$ cat config.mk
export PLATFORM = sky130hd
export DESIGN_NAME = dir_input_ctrl
export DESIGN_NICKNAME = d
export VERILOG_FILES = /design/src/rtl/snake_pkg.sv /design/src/rtl/db_channel.sv /design/src/rtl/dir_input_ctrl.sv
export SDC_FILE = /design/constraint.sdc
export NUM_CORES = 1
export LEC_CHECK = 0
export CORE_UTILIZATION = 47
export DETAILED_ROUTE_END_ITERATION = 7
export PLACE_DENSITY = 0.68
export SYNTH_ARGS = -nofsm -noshare
export SYNTH_HDL_FRONTEND = slang
export SYNTH_SLANG_ARGS = --single-unit
$ cat constraint.sdc
create_clock -name clk -period 2.6 [get_ports clk]
set_input_delay 0.78 -clock clk [delete_from_list [all_inputs] [get_ports clk]]
set_output_delay 0.78 -clock clk [all_outputs]
set_load 0.1 [all_outputs]
$ cat src/rtl/snake_pkg.sv
// Shared definitions for the snake game input path.
//   dir_t          : 2-bit direction code (UP=0, DOWN=1, LEFT=2, RIGHT=3)
//   DIR_CH         : number of button channels that carry a direction
//   opposite_dir() : returns the direction that would reverse the snake
package snake_pkg;

    typedef enum logic [1:0] {
        DIR_UP    = 2'd0,
        DIR_DOWN  = 2'd1,
        DIR_LEFT  = 2'd2,
        DIR_RIGHT = 2'd3
    } dir_t;

    localparam int DIR_CH = 4;

    // Opposite pairs differ only in bit 0 (UP/DOWN, LEFT/RIGHT).
    function automatic dir_t opposite_dir(input dir_t d);
        return dir_t'(d ^ 2'b01);
    endfunction

endpackage

$ cat src/rtl/db_channel.sv
// One button channel: 2-flop synchroniser, debounce counter, press/release
// edge detection and (with DIR_REPEAT_EN defined) auto-repeat while held.
// Ports:
//   clk, rst_n : clock, asynchronous active-low reset
//   btn_i      : raw asynchronous button
//   btn_o      : debounced level
//   press_o    : registered pulse on accepted press or repeat
//   release_o  : registered pulse on accepted release
// Optional feature macro: DIR_REPEAT_EN (auto-repeat every RPT_CYCLES).
module db_channel #(
    parameter int DB_CYCLES  = 500000,
    parameter int RPT_CYCLES = 25000000
) (
    input  logic clk,
    input  logic rst_n,
    input  logic btn_i,
    output logic btn_o,
    output logic press_o,
    output logic release_o
);

    localparam int              CNT_W   = $clog2(DB_CYCLES + 1);
    localparam logic [CNT_W-1:0] DB_LAST = CNT_W'(DB_CYCLES - 1);

    if (DB_CYCLES < 1 || RPT_CYCLES < 1) begin : g_param_check
        $error("db_channel: DB_CYCLES and RPT_CYCLES must be >= 1");
    end

    logic [1:0]       sync_q;
    logic             synced;
    logic [CNT_W-1:0] db_cnt;
    logic             accept;
    logic             rpt_fire;

    assign synced = sync_q[1];
    // New level is accepted on the DB_CYCLES-th consecutive mismatch.
    assign accept = (synced != btn_o) && (db_cnt == DB_LAST);

    always_ff @(posedge clk or negedge rst_n) begin
        if (!rst_n) begin
            sync_q <= 2'b00;
        end else begin
            sync_q <= {sync_q[0], btn_i};
        end
    end

    always_ff @(posedge clk or negedge rst_n) begin
        if (!rst_n) begin
            db_cnt    <= '0;
            btn_o     <= 1'b0;
            press_o   <= 1'b0;
            release_o <= 1'b0;
        end else begin
            press_o   <= (accept && synced) || rpt_fire;
            release_o <= accept && !synced;
            if (synced == btn_o) begin
                db_cnt <= '0;
            end else if (accept) begin
                db_cnt <= '0;
                btn_o  <= synced;
            end else begin
                db_cnt <= db_cnt + 1'b1;
            end
        end
    end

`ifdef DIR_REPEAT_EN
    localparam int               RPT_W    = $clog2(RPT_CYCLES + 1);
    localparam logic [RPT_W-1:0] RPT_LAST = RPT_W'(RPT_CYCLES - 1);

    logic [RPT_W-1:0] rpt_cnt;

    // The counter idles at zero while released, so the first repeat lands
    // exactly RPT_CYCLES after the initial press. A release accepted in the
    // same cycle as a due repeat wins.
    assign rpt_fire = btn_o && !accept && (rpt_cnt == RPT_LAST);

    always_ff @(posedge clk or negedge rst_n) begin
        if (!rst_n) begin
            rpt_cnt <= '0;
        end else if (!btn_o || accept || rpt_fire) begin
            rpt_cnt <= '0;
        end else begin
            rpt_cnt <= rpt_cnt + 1'b1;
        end
    end
`else
    assign rpt_fire = 1'b0;
`endif

endmodule

$ cat src/rtl/dir_input_ctrl.sv
// Direction input controller for the snake game: debounces NUM_CH buttons
// and turns presses on ch0..ch3 (up, down, left, right) into a latched
// direction. Channels 4 and above are debounced/edge-detected only.
// Ports:
//   clk, rst_n : game clock, asynchronous active-low reset
//   btn_i      : raw buttons [NUM_CH]
//   btn_o      : debounced levels [NUM_CH]
//   press_o    : press (and repeat) pulses [NUM_CH]
//   release_o  : release pulses [NUM_CH]
//   dir_o      : latched direction, RIGHT after reset
//   dir_chg_o  : pulse in the cycle dir_o changes
// Optional feature macro: DIR_REPEAT_EN (auto-repeat while a button is held).
module dir_input_ctrl
    import snake_pkg::*;
#(
    parameter int NUM_CH     = 4,
    parameter int DB_CYCLES  = 500000,
    parameter int RPT_CYCLES = 25000000
) (
    input  logic              clk,
    input  logic              rst_n,
    input  logic [NUM_CH-1:0] btn_i,
    output logic [NUM_CH-1:0] btn_o,
    output logic [NUM_CH-1:0] press_o,
    output logic [NUM_CH-1:0] release_o,
    output logic [1:0]        dir_o,
    output logic              dir_chg_o
);

    if (NUM_CH < DIR_CH) begin : g_num_ch_check
        $error("dir_input_ctrl: NUM_CH must be >= 4");
    end

    for (genvar gi = 0; gi < NUM_CH; gi++) begin : g_ch
        db_channel #(
            .DB_CYCLES  (DB_CYCLES),
            .RPT_CYCLES (RPT_CYCLES)
        ) u_db_channel (
            .clk       (clk),
            .rst_n     (rst_n),
            .btn_i     (btn_i[gi]),
            .btn_o     (btn_o[gi]),
            .press_o   (press_o[gi]),
            .release_o (release_o[gi])
        );
    end

    dir_t              dir_q;
    dir_t              req_dir;
    logic [DIR_CH-1:0] dir_req;
    logic              take;

    assign dir_req = press_o[DIR_CH-1:0];
    assign dir_o   = dir_q;

    // Only the highest-priority request is considered; if it is rejected
    // (same or opposite direction) lower-priority requests are dropped too.
    always_comb begin
        req_dir = DIR_RIGHT;
        if (dir_req[0])      req_dir = DIR_UP;
        else if (dir_req[1]) req_dir = DIR_DOWN;
        else if (dir_req[2]) req_dir = DIR_LEFT;
        take = (|dir_req) && (req_dir != dir_q) && (req_dir != opposite_dir(dir_q));
    end

    always_ff @(posedge clk or negedge rst_n) begin
        if (!rst_n) begin
            dir_q     <= DIR_RIGHT;
            dir_chg_o <= 1'b0;
        end else begin
            dir_chg_o <= take;
            if (take) begin
                dir_q <= req_dir;
            end
        end
    end

endmodule

Word level (Yosys, flattened, before mapping). Index checks and enable logic that the tools add are counted.

Bits in latches: 0. Memories kept: 0. Bits in read-only memories: 0. Output and inout port bits: 15. Word-level logic and storage cells: 79. Bits in registers: 99. Bits in writable memories: 0.

Equality and inequality tests: 14. Divide/modulo/power cells: 0. $add $sub $neg: 4. Shift operators: 0. Reductions and logical operators: 23. Bitwise operators: 5. Multipliers: 0. $lt $le $gt $ge: 0. Multiplexer cells: 11.

Operator list (number): $mux W19 (8); $add A19 B1 Y19 const B (4); $eq A19 B19 Y1 const B (4); $logic_and A1 B1 Y1 (14); $reduce_and A2 Y1 (4); $not A1 Y1 (5); $eq A1 B1 Y1 (4); $logic_not A1 Y1 (4); $mux W2 (2); $ne A1 B1 Y1 (4); $ne A2 B2 Y1 (2); $reduce_or A4 Y1 (1); $mux W1 (1).

Longest topological paths before layout. Gate-level depths: netlist of run 1.

Depth in word-level cells: 6. Gate-level depth with buffers: 7.

Modules after synthesis. Synthesis of run 1 repeated with hierarchy kept, for this count alone.

Cells, all modules: 466. Area, all modules: 4722.0 um2.

By module, submodules not included: db_channel (cells each 113, area each 1143.6 um2, instances 4, sequential area each 600.6 um2); dir_input_ctrl (cells each 14, area each 147.6 um2, instances 1, sequential area each 77.6 um2).

Worst setup path after synthesis of run 1. No wires, ideal clock.

Kind: register -> register. Start: reg g_ch[3].u_db_channel.db_cnt[0]. End: reg g_ch[3].u_db_channel.db_cnt[16]. Required time: 2523 ps. Slack: 770 ps. Setup time: 77 ps. Stages on the path, launching flop included: 6. Arrival time: 1753 ps. Cells stage by stage: dfrtp_1 ha_1 nand4_1 or4_1 or3_1 a21oi_1.

Word-level cells in the longest chain between the ends: 4. Elaborated cells on any way between the ends: 5.

Ends and longest elaborated chain: start: declaration (line db_channel.sv:31) `logic [CNT_W-1:0] db_cnt;`; start signal: assignment (line db_channel.sv:62) `db_cnt <= db_cnt + 1'b1;`; parallel branches: the longest is 2 deep, another holds $add A19 B1 Y19; $mux W19 (*) (line db_channel.sv:58) `end else if (accept) begin`; $mux W19 (*) (line db_channel.sv:56) `if (synced == btn_o) begin`.

Every way passes the cells marked *. A chain may end at the register's enable or synchronous reset.

Final worst setup path of run 1. Same ends and word-level chain as after synthesis.

==> results of run 1 <==
where the power goes:
part	total, mW	switching, mW	leakage [nW]	internal, mW
registers	1.58	0.0207	1.35	1.56
clock network	1.03	0.568	0.0988	0.459
logic	0.0985	0.0659	0.614	0.0326
total	2.71	0.654	2.06	2.05
sequential cells by signal, summed over array words and instances, names as in the netlist:
name / cells
dir_o: 2
g_ch.u_db_channel.db_cnt: 76
g_ch.u_db_channel.sync_q: 8
g_ch.u_db_channel.press_o: 4
dir_chg_o: 1
g_ch.u_db_channel.btn_o: 4
g_ch.u_db_channel.release_o: 4
logic make-up (layout without fill, tap and decap cells):
kind of cell	after synthesis	after routing	share of synthesized area
and+or+nand+nor	218	218	0.246
adders and majority gates	4	4	0.0107
DFF	99	99	0.530
buffers and inverters	43	65	0.0457
muxes	6	6	0.0139
xor gates and xnor gates	59	59	0.110
AOI/OAI and AO/OA	34	34	0.0430
routing by layer:
layer,track usage,up-vias
li1,-,1633
met1,0.238,1621
met2,0.281,40
met3,0.0359,10
met4,0.0680,0
met5,0,-
cell usage after synthesis, types with 4 or more instances:
master	number
sky130_fd_sc_hd__o21ai_0	11
sky130_fd_sc_hd__nor2_1	74
sky130_fd_sc_hd__nand2_1	22
sky130_fd_sc_hd__dfrtp_1	97
sky130_fd_sc_hd__mux2_2	4
sky130_fd_sc_hd__xnor2_1	41
sky130_fd_sc_hd__nor4_1	22
sky130_fd_sc_hd__a21oi_1	13
sky130_fd_sc_hd__or4_1	5
sky130_fd_sc_hd__nand3_1	23
sky130_fd_sc_hd__nand4_1	20
sky130_fd_sc_hd__or3_1	9
sky130_fd_sc_hd__ha_1	4
sky130_fd_sc_hd__nor3_1	18
sky130_fd_sc_hd__inv_1	21
sky130_fd_sc_hd__xor2_1	18
sky130_fd_sc_hd__clkbuf_1	4
sky130_fd_sc_hd__buf_4	12
final cells by class:
type | count | area, sq um
inverter | 21 | 78.8
multi-input combinational | 321 | 1990
clock buffer | 9 | 124
timing repair buffer | 28 | 220
sequential | 99 | 2480
fill | 900 | 4590
clock inverter | 7 | 87.6
tap | 133 | 166
worst max-delay path, stage by stage, from the launching register on:
cell and delay (ns):
sky130_fd_sc_hd__dfrtp_1 0.40, sky130_fd_sc_hd__ha_1 0.23, sky130_fd_sc_hd__nand4_1 0.20, sky130_fd_sc_hd__or4_1 0.61
sky130_fd_sc_hd__or3_1 0.32, sky130_fd_sc_hd__a21oi_1 0.15
stage by stage:
| step | power [mW] | area (sq um) | instances | setup slack (ns) | hold WS, ns |
|---|---|---|---|---|---|
| final | 2.71 | 5140 | 618 | 0.603 | 0.358 |
| after global routing | 2.83 | 5140 | 618 | 0.445 | 0.358 |
| after CTS | 2.75 | 5140 | 618 | 0.571 | 0.356 |
| after detailed placement | 1.71 | 4930 | 602 | 0.628 | 0.336 |
| after global placement | 1.71 | 4930 | 602 | 0.682 | 0.339 |
| after floorplan | 1.65 | 4680 | 463 | 0.770 | 0.331 |
final timing paths:
path                                                   end  slack, ns  cells after the start
max reg2reg                g_ch[3].u_db_channel.db_cnt[16]       0.60                      5
min reg2reg                 g_ch[3].u_db_channel.sync_q[1]       0.36                      0
max in group asynchronous                         dir_o[1]       1.47                      2
max                        g_ch[3].u_db_channel.db_cnt[16]       0.60                      5
min in group asynchronous  g_ch[0].u_db_channel.db_cnt[18]       0.41                      1
min                         g_ch[3].u_db_channel.sync_q[1]       0.36                      0
==> results.rst, run 1 <==
.. list-table::
   :header-rows: 1

   * - Metric
     - Value
   * - Hold wc startpoint
     - g_ch[3].u_db_channel.sync_q[0]
   * - Routed len/inst
     - 13.3 um
   * - Global-route wire length before repair
     - 14.3 mm
   * - Share of the clock period used by the worst path after layout
     - 0.768
   * - Reg-to-reg startpoint
     - g_ch[3].u_db_channel.db_cnt[0]
   * - Static leakage
     - 2.06 nW
   * - Post-detailed-routing wire length
     - 8.23 mm
   * - Capturing element type of the critical path
     - register
   * - Clock-pin slew reported for the worst setup and hold paths after clock tree synthesis
     - 0.10 ns
   * - Growth of design area from synthesis to finish
     - 9.89%
   * - Post-synthesis cell area
     - 4680 sq um
   * - Type of the most critical hold path
     - register to register
   * - Placeable core region
     - 9730 sq um
   * - Remaining antenna violation count after routing
     - 0
   * - Met1 routed wirelength after detailed routing
     - 3.99 mm
   * - Most frequent cells in the layout
     - 97 x sky130_fd_sc_hd__dfrtp_1, 74 x sky130_fd_sc_hd__nor2_1, 41 x sky130_fd_sc_hd__xnor2_1
   * - Worst Tran Pin Value
     - 0.629 ns
   * - Share of layout cells above drive strength 1
     - 0.115
   * - Max-capacitance violation count
     - 0
   * - Slew margin rel.
     - 0.577
   * - Start-to-end type of the worst setup path
     - register to register
   * - Routed vias
     - 3304
   * - Hold_buf cts
     - 0
   * - Share of synthesized registers carrying an async set or reset
     - 1.00
   * - Post CTS Setup Buffer Count
     - 0
   * - Count of different cell masters after synthesis
     - 41
   * - Setup TNS
     - 0 ns
   * - Die W
     - 102 um
   * - Final weighted congestion in routability-driven placement
     - 0.836
   * - Pin count of the biggest net entering global routing
     - 51
   * - Total die area
     - 10400 sq um
   * - CP required
     - 2.89 ns
   * - DRC viols
     - 0
   * - Count of endpoints failing setup in the final report
     - 0
   * - Number of global-route vias before repair
     - 3184
   * - Highest clock frequency the design can meet
     - 501 MHz
   * - Max VDD drop
     - 246 uV
   * - Most common cell after layout, fill and taps aside
     - sky130_fd_sc_hd__dfrtp_1
   * - Final critical-path required period
     - 2.00 ns
   * - H-tree lvl count
     - 3
   * - Warnings from Yosys
     - 0
   * - Number of buffers on the longest clock path
     - 2
   * - Worst Setup SP
     - g_ch[3].u_db_channel.db_cnt[0]
   * - Post-synth EDFFs
     - 0
   * - Worst endpoint data arrival time
     - 2.29 ns
   * - Power density over the cells
     - 526 nW/um^2
   * - Final cell utilization of the core
     - 0.529
   * - I/O pin count
     - 21
   * - Synthesized netlist net count
     - 473
   * - Number of design-rule violations left by the first detailed-router iteration
     - 130
   * - Nets
     - 490
   * - Dominant cell type by area after synthesis
     - sky130_fd_sc_hd__dfrtp_1
   * - Top post-synthesis cells by area
     - sky130_fd_sc_hd__dfrtp_1 52%, sky130_fd_sc_hd__xnor2_1 7.7%, sky130_fd_sc_hd__nor2_1 5.9%
   * - #FFs+latches synth
     - 99
   * - Most common flop cell mapped by yosys
     - sky130_fd_sc_hd__dfrtp_1
   * - Nature of the critical path startpoint
     - register
   * - Result of the run
     - completed
   * - Row count
     - 36
   * - Share of synthesized area occupied by flip-flops and latches
     - 0.530
   * - Initial cell density of the core
     - 0.481
   * - First-pass iteration count of the detailed router
     - 4
   * - Post-Synthesis Mean Instance Area
     - 10.1 sq um
   * - Final hold violations
     - 0
   * - Number of CTS-inserted buffers
     - 9
   * - Quantity of gates resized following cts
     - 0
   * - Sum of overflow across all layers after global routing
     - 0
   * - Mapped Cells
     - 463
   * - Worst Clk Skew
     - 0.0143 ns
   * - Count of buffers inserted at the top-level ports
     - 20
   * - Detailed-route vias per instance
     - 5.35
   * - Antenna violations before repair
     - 0
   * - Overall fraction of global-route tracks in use
     - 0.177
   * - Num Clock Sinks
     - 99
   * - TritonCTS clock tree
     - built
   * - Master cell of the clock root buffer
     - sky130_fd_sc_hd__clkbuf_8
   * - Ant. Diodes
     - 0
   * - Met3 wire length
     - 218 um
   * - Y dimension of the die
     - 102 um
   * - Share of the synthesized area in the top cell type
     - 0.519
   * - Detailed-placement wirelength estimate
     - 5.79 mm
   * - Max layer used
     - met4
   * - Largest fanout of any net on the critical path
     - 5
   * - RSZ-0062 raised after global routing
     - false
   * - Clock latency reported for the late side of the worst-skew pair
     - 0.37 ns
   * - Met2 wire length
     - 3.89 mm
   * - Final count of pins violating max slew
     - 0
(Power assumes the default switching activity.)
==> inputs of run 2 (changes only) <==
--- a/config.mk
+++ b/config.mk
@@ -7,7 +7,7 @@
 export LEC_CHECK = 0
 export CORE_UTILIZATION = 47
 export DETAILED_ROUTE_END_ITERATION = 7
-export PLACE_DENSITY = 0.68
+export PLACE_DENSITY = 0.71
 export SYNTH_ARGS = -nofsm -noshare
 export SYNTH_HDL_FRONTEND = slang
 export SYNTH_SLANG_ARGS = --single-unit
==> constraint.sdc (replaced) <==
create_clock -name clk -period 1.8 [get_ports clk]
set_input_delay 0.54 -clock clk [delete_from_list [all_inputs] [get_ports clk]]
set_output_delay 0.54 -clock clk [all_outputs]
set_load 0.1 [all_outputs]
==> results.rst, run 2 (synthesized netlist as in run 1, its figures left out) <==
.. list-table::
   :header-rows: 1

   * - Metric
     - Value
   * - Post-detailed-routing wire length
     - 8.87 mm (+7.8%)
   * - Highest clock frequency the design can meet
     - 565 MHz (+13%)
   * - Die W
     - 102 um (unchanged)
   * - Placeable core region
     - 9730 sq um (unchanged)
   * - Register with the most flip-flops
     - g_ch.u_db_channel.db_cnt
   * - Hold Worst Slack
     - 0.0588 ns (-0.300 ns)
   * - Tot Pwr
     - 3.81 mW (+41%)
   * - TritonCTS clock tree
     - built
   * - Overall fraction of global-route tracks in use
     - 0.194 (+0.0172)
   * - Y dimension of the die
     - 102 um (unchanged)
   * - Max-capacitance violation count
     - 0 (unchanged)
   * - Ant. Diodes
     - 0 (unchanged)
   * - Largest fanout of any net on the critical path
     - 4 (-1)
   * - Remaining antenna violation count after routing
     - 0 (unchanged)
   * - Number of standard cells in the final layout excluding fillers
     - 650 (+5.2%)
   * - Master cell of the clock root buffer
     - sky130_fd_sc_hd__clkbuf_8
   * - Most frequent cells in the layout
     - 94 x sky130_fd_sc_hd__dfrtp_1, 74 x sky130_fd_sc_hd__nor2_1, 41 x sky130_fd_sc_hd__xnor2_1
   * - Largest regs
     - g_ch.u_db_channel.db_cnt (76), g_ch.u_db_channel.sync_q (8)
   * - RSZ-0062 raised after global routing
     - true
   * - Global-route wire length before repair
     - 15.3 mm (+6.9%)
   * - Count of buffers inserted at the top-level ports
     - 20 (unchanged)
   * - Num Clock Sinks
     - 99 (unchanged)
   * - Slew margin rel.
     - 0.692 (+0.115)
   * - Clock-pin slew reported for the worst setup and hold paths after clock tree synthesis
     - 0.10 ns (about the same)
   * - H-tree lvl count
     - 3 (unchanged)
   * - Worst Tran Pin Value
     - 0.458 ns (-0.171 ns)
   * - Nature of the critical path startpoint
     - register
   * - Power density over the cells
     - 671 nW/um^2 (+28%)
   * - Worst Clk Skew
     - 0.00599 ns (-0.00826 ns)
   * - Type of the most critical hold path
     - input port to asynchronous set/reset pin
   * - Share of the clock period used by the worst path after layout
     - 0.984 (+0.216)
   * - Row count
     - 36 (unchanged)
   * - Share of layout cells above drive strength 1
     - 0.207 (+0.0915)
   * - Nets
     - 522 (+6.5%)
   * - Detailed-route vias per instance
     - 5.29 (-1.0%)
   * - Growth of design area from synthesis to finish
     - 21.2%
   * - Reg-to-reg startpoint
     - g_ch[3].u_db_channel.db_cnt[1]
   * - Max VDD drop
     - 460 uV (+87%)
   * - Sum of overflow across all layers after global routing
     - 0 (unchanged)
   * - Number of global-route vias before repair
     - 3336 (+4.8%)
   * - Max FFs per register
     - 76 (unchanged)
   * - Clock latency reported for the late side of the worst-skew pair
     - 0.38 ns (about the same)
   * - Worst reg-to-reg path cell count
     - 5 (unchanged)
   * - Static leakage
     - 2.26 nW (+9.7%)
   * - DRC viols
     - 0 (unchanged)
   * - Start-to-end type of the worst setup path
     - register to register
   * - Final weighted congestion in routability-driven placement
     - 0.848 (+1.4%)
   * - Count of endpoints failing setup in the final report
     - 0 (unchanged)
   * - Number of buffers on the longest clock path
     - 2 (unchanged)
   * - Total die area
     - 10400 sq um (unchanged)
   * - Number of CTS-inserted buffers
     - 9 (unchanged)
   * - Initial cell density of the core
     - 0.481 (unchanged)
   * - Worst Setup SP
     - g_ch[3].u_db_channel.db_cnt[1]
   * - Antenna violations before repair
     - 0 (unchanged)
   * - Routed len/inst
     - 13.7 um (+2.5%)
   * - Routed vias
     - 3439 (+4.1%)
   * - Final critical-path required period
     - 1.77 ns (-0.226 ns)
   * - Capturing element type of the critical path
     - register
   * - Worst endpoint data arrival time
     - 2.09 ns (-0.20 ns)
   * - # placed instances
     - 630 (+4.7%)
   * - I/O pin count
     - 21 (unchanged)
   * - Detailed-placement wirelength estimate
     - 6.26 mm (+8.2%)
   * - First-pass iteration count of the detailed router
     - 4 (unchanged)
   * - CP required
     - 2.12 ns (-0.77 ns)
   * - Final hold violations
     - 0 (unchanged)
   * - Number of design-rule violations left by the first detailed-router iteration
     - 107 (-18%)
   * - Pin count of the biggest net entering global routing
     - 32 (-37%)
   * - Most common cell after layout, fill and taps aside
     - sky130_fd_sc_hd__dfrtp_1
   * - Final count of pins violating max slew
     - 0 (unchanged)
   * - Result of the run
     - completed
-- run 2: cell type report --
cell class              instances  area (sq um)
fillers                       821          4060
flip-flops and latches         99          2480
multi-input cells             321          2080
repair buffers                 60           689
well taps                     133           166
clock buffers                  10           138
inverters                      21          78.8
clock inverters                 6          40.0
-- run 2: worst paths after layout --
check	slack (ns)	endpoint
max	0.03	g_ch[3].u_db_channel.db_cnt[18]
min	0.06	g_ch[0].u_db_channel.db_cnt[16]
max reg2reg	0.03	g_ch[3].u_db_channel.db_cnt[18]
min reg2reg	0.36	g_ch[1].u_db_channel.sync_q[1]
max in group asynchronous	1.19	dir_o[0]
min in group clk	0.36	g_ch[1].u_db_channel.sync_q[1]
-- run 2: worst max-delay path, cell delays in order, from the launching register on --
cell and delay [ns]:
sky130_fd_sc_hd__dfrtp_1 0.42, sky130_fd_sc_hd__ha_4 0.17, sky130_fd_sc_hd__nand4_1 0.12, sky130_fd_sc_hd__or4_4 0.52, sky130_fd_sc_hd__or3_4 0.34, sky130_fd_sc_hd__a21oi_2 0.13
-- run 2: power by group --
| part | internal, mW | switching (mW) | total, mW |
|---|---|---|---|
| clock | 0.540 | 0.796 | 1.34 |
| sequential | 2.25 | 0.0296 | 2.28 |
| combinational | 0.0781 | 0.109 | 0.187 |
-- run 2: through the flow --
stage | setup slack, ns | util | cell area, sq um | TNS, ns
finish | 0.0292 | 0.583 | 5670 | 0
global route | -0.0341 | 0.583 | 5670 | -0.0805
CTS | 0.00364 | 0.570 | 5550 | 0
detailed placement | 0.0400 | 0.552 | 5370 | 0
global placement | 0.0862 | 0.552 | 5370 | 0
floorplan | 0.0232 | - | 4690 | 0
-- run 2: layer usage --
layer,share of wire,vias up,track usage
li1,-,1700,-
met1,0.47,1663,0.245
met2,0.47,62,0.305
met3,0.040,14,0.0649
met4,0.019,0,0.0803
met5,0,-,0
-- run 2: what timing repair did --
| item | 4_1_cts | 5_1_grt |
|---|---|---|
| setup endpoints to repair | 0 | 12 |
| hold buffers | 0 | 0 |
| setup buffers | 0 | 4 |
| resized for setup | 0 | 21 |
==> inputs of run 3 (changes only) <==
--- a/config.mk
+++ b/config.mk
@@ -5,9 +5,11 @@
 export SDC_FILE = /design/constraint.sdc
 export NUM_CORES = 1
 export LEC_CHECK = 0
+export ABC_AREA = 1
 export CORE_UTILIZATION = 47
+export CTS_BUF_LIST = sky130_fd_sc_hd__clkbuf_4
 export DETAILED_ROUTE_END_ITERATION = 7
-export PLACE_DENSITY = 0.71
+export PLACE_DENSITY_LB_ADDON = 0.25
 export SYNTH_ARGS = -nofsm -noshare
 export SYNTH_HDL_FRONTEND = slang
 export SYNTH_SLANG_ARGS = --single-unit
==> results.rst, run 3 <==
.. list-table::
   :header-rows: 1

   * - Metric
     - Value
   * - Quantity of gates resized following cts
     - 0 (unchanged)
   * - Row count
     - 37 (+2.8%)
   * - Final count of pins violating max slew
     - 0 (unchanged)
   * - Most frequent cells in the layout
     - 151 x sky130_fd_sc_hd__nor2_1, 123 x sky130_fd_sc_hd__nand2_1, 97 x sky130_fd_sc_hd__dfrtp_1
   * - H-tree lvl count
     - 3 (unchanged)
   * - Slack of the worst reg-to-reg path
     - 0.18 ns (+0.15 ns)
   * - # placed instances
     - 795 (+26%)
   * - DRC viols
     - 0 (unchanged)
   * - Placeable core region
     - 10500 sq um (+7.5%)
   * - Detailed-route vias per instance
     - 4.97 (-6.1%)
   * - Worst Setup SP
     - dir_o[0]
   * - Max FFs per register
     - 76 (unchanged)
   * - Routed vias
     - 4030 (+17%)
   * - Warnings from Yosys
     - 0 (unchanged)
   * - Synthesized netlist net count
     - 663 (+40%)
   * - Most common flop cell mapped by yosys
     - sky130_fd_sc_hd__dfrtp_1
   * - Ant. Diodes
     - 0 (unchanged)
   * - Number of buffers on the longest clock path
     - 2 (unchanged)
   * - Reg-to-reg startpoint
     - g_ch[2].u_db_channel.db_cnt[0]
   * - Count of buffers inserted at the top-level ports
     - 20 (unchanged)
   * - Area taken by multi-input logic gates
     - 2230 sq um (+7.5%)
   * - Crit path max-delay cell type
     - sky130_fd_sc_hd__dfstp_2
   * - Detailed-placement wirelength estimate
     - 7.20 mm (+15%)
   * - Post CTS Setup Buffer Count
     - 0 (unchanged)
   * - Capturing element type of the critical path
     - primary output
   * - Longest individual stage delay on the worst path
     - 0.58 ns (+0.06 ns)
   * - Start-to-end type of the worst setup path
     - register to primary output
   * - Share of the synthesized area in the top cell type
     - 0.472 (-0.0469)
   * - Crit path max-delay family
     - flip-flops
   * - Register with the most flip-flops
     - g_ch.u_db_channel.db_cnt
   * - Share of the clock period used by the worst path after layout
     - 0.974 (-0.0102)
   * - Final critical-path required period
     - 1.75 ns (-0.0184 ns)
   * - List of most frequent post-synthesis cells
     - 151 x sky130_fd_sc_hd__nor2_1, 123 x sky130_fd_sc_hd__nand2_1, 97 x sky130_fd_sc_hd__dfrtp_1
   * - Power density over the cells
     - 654 nW/um^2 (-2.5%)
   * - Largest fanout of any net on the critical path
     - 2 (-2)
   * - Critical Path Stages
     - 1 (-4)
   * - Routed len/inst
     - 12.2 um (-11%)
   * - Hold_buf cts
     - 0 (unchanged)
   * - Result of the run
     - completed
   * - Final hold violations
     - 0 (unchanged)
   * - CP required
     - 1.26 ns (-0.86 ns)
   * - TritonCTS clock tree
     - built
   * - List of cells traversed by the critical path
     - buf_12
   * - Mapped Cells
     - 653 (+41%)
   * - Die W
     - 107 um (+4.8%)
   * - Worst Clk Skew
     - 0.0116 ns (+0.00562 ns)
   * - Share of synthesized area occupied by flip-flops and latches
     - 0.482 (-0.0479)
   * - Type of the most critical hold path
     - input port to asynchronous set/reset pin
   * - Initial cell density of the core
     - 0.492 (+0.0108)
   * - Dominant cell type by area after synthesis
     - sky130_fd_sc_hd__dfrtp_1
   * - Slew margin rel.
     - 0.648 (-0.0437)
   * - Clock-pin slew reported for the worst setup and hold paths after clock tree synthesis
     - 0.16 ns (+0.06 ns)
   * - Master cell of the clock root buffer
     - sky130_fd_sc_hd__clkbuf_4
   * - Antenna violations before repair
     - 0 (unchanged)
   * - Nets
     - 680 (+30%)
   * - Number of global-route vias before repair
     - 3869 (+16%)
   * - Remaining antenna violation count after routing
     - 0 (unchanged)
   * - Num Clock Sinks
     - 99 (unchanged)
   * - Dominant cell by count in the synthesized netlist
     - sky130_fd_sc_hd__nor2_1
   * - Hold Worst Slack
     - 0.0735 ns (+0.0147 ns)
   * - Overall fraction of global-route tracks in use
     - 0.192 (-0.00126)
   * - Placement-stage worst setup slack
     - 0.221 ns (+0.181 ns)
   * - Worst Path Buf+Inv
     - 1 (+1)
   * - Sequential cell area
     - 2480 sq um (-0.15%)
   * - Count of endpoints failing setup in the final report
     - 0 (unchanged)
   * - Number of design-rule violations left by the first detailed-router iteration
     - 210 (+96%)
   * - Global-route wire length before repair
     - 17.4 mm (+13%)
   * - Most common cell after layout, fill and taps aside
     - sky130_fd_sc_hd__nor2_1
   * - Post-synth EDFFs
     - 0 (unchanged)
   * - Worst endpoint data arrival time
     - 1.21 ns (-0.88 ns)
   * - Y dimension of the die
     - 107 um (+4.8%)
   * - Growth of design area from synthesis to finish
     - 11.4%
   * - Count of different cell masters after synthesis
     - 32 (-22%)
   * - RSZ-0062 raised after global routing
     - true
   * - I/O pin count
     - 21 (unchanged)
   * - Share of layout cells above drive strength 1
     - 0.105 (-0.102)
   * - Static leakage
     - 2.52 nW (+12%)
   * - Sum of overflow across all layers after global routing
     - 0 (unchanged)
   * - Number of CTS-inserted buffers
     - 9 (unchanged)
   * - Nature of the critical path startpoint
     - register
   * - Worst Setup Slack, final
     - 0.0475 ns (+0.0184 ns)
   * - Pin count of the biggest net entering global routing
     - 100 (+210%)
   * - Post-detailed-routing wire length
     - 9.87 mm (+11%)
   * - First-pass iteration count of the detailed router
     - 5 (+1)
   * - Post-synthesis cell area
     - 5140 sq um (+9.9%)
   * - Number of filler cells placed in the layout
     - 1020 (+24%)
   * - Largest regs
     - g_ch.u_db_channel.db_cnt (76), g_ch.u_db_channel.sync_q (8)
   * - Number of standard cells in the final layout excluding fillers
     - 811 (+25%)
   * - Max VDD drop
     - 546 uV (+19%)
   * - Worst reg-to-reg path cell count
     - 7 (+2)
   * - Post-Synthesis Mean Instance Area
     - 7.88 sq um (-22%)
   * - Clock latency reported for the late side of the worst-skew pair
     - 0.46 ns (+0.08 ns)
   * - Worst Tran Pin Value
     - 0.528 ns (+0.0697 ns)
   * - CP endpoint
     - dir_o[0]
   * - Max-capacitance violation count
     - 0 (unchanged)
   * - Final weighted congestion in routability-driven placement
     - 0.889 (+4.9%)
   * - Worst reg2reg path endpoint
     - g_ch[2].u_db_channel.db_cnt[16]
   * - #FFs+latches synth
     - 99 (unchanged)
   * - Top post-synthesis cells by area
     - sky130_fd_sc_hd__dfrtp_1 47%, sky130_fd_sc_hd__nor2_1 11%, sky130_fd_sc_hd__nand2_1 9.0%
   * - Highest clock frequency the design can meet
     - 571 MHz (+1.0%)
   * - Share of synthesized registers carrying an async set or reset
     - 1.00 (unchanged)
   * - Total die area
     - 11400 sq um (+9.7%)
-- run 3: layout make-up --
cell class              instances  share of cell area
inverters                      80              0.0524
well taps                     136              0.0297
clock buffers                   9              0.0118
flip-flops and latches         99               0.433
repair buffers                 24              0.0681
multi-input cells             456               0.389
clock inverters                 7              0.0162
-- run 3: logic make-up after synthesis --
logic type | Yosys count | synth area share
xor gates and xnor gates | 34 | 0.0579
adders and majority gates | 4 | 0.00973
AOI/OAI and AO/OA | 35 | 0.0377
and+or+nand+nor | 383 | 0.329
buffers and inverters | 98 | 0.0841
DFF | 99 | 0.482
-- run 3: per-stage QoR --
| stage | total power, mW | setup TNS [ns] | util | cell area [sq um] |
|---|---|---|---|---|
| after CTS | 3.80 | 0 | 0.548 | 5730 |
| after detailed placement | 2.48 | 0 | 0.533 | 5570 |
| final | 3.75 | 0 | 0.548 | 5730 |
| after global placement | 2.47 | 0 | 0.533 | 5570 |
| after global routing | 3.91 | -0.0353 | 0.548 | 5730 |
| after floorplan | 2.39 | 0 | - | 5140 |
-- run 3: metal layers --
layer,vias to the layer above,part of all wire,track usage
met1,1896,0.46,0.247
met5,-,0,0
met3,15,0.039,0.0438
met2,70,0.48,0.321
met4,0,0.016,0.0656
li1,2049,-,-
-- run 3: worst min-delay path by stage --
stage                                        start                              end  slack, ns  cells past startpoint
finish                                       rst_n  g_ch[1].u_db_channel.db_cnt[11]       0.07                      2
global route                                 rst_n   g_ch[1].u_db_channel.db_cnt[9]       0.12                      2
CTS                                          rst_n  g_ch[1].u_db_channel.db_cnt[11]       0.12                      2
detailed placement  g_ch[1].u_db_channel.sync_q[0]   g_ch[1].u_db_channel.sync_q[1]       0.34                      0
global placement    g_ch[3].u_db_channel.sync_q[0]   g_ch[3].u_db_channel.sync_q[1]       0.33                      0
floorplan                                    rst_n                        dir_chg_o       0.24                      0
-- run 3: where the power goes --
| group | switching (mW) | internal (mW) |
|---|---|---|
| registers | 0.0211 | 2.25 |
| clock network | 0.761 | 0.559 |
| logic | 0.106 | 0.0474 |
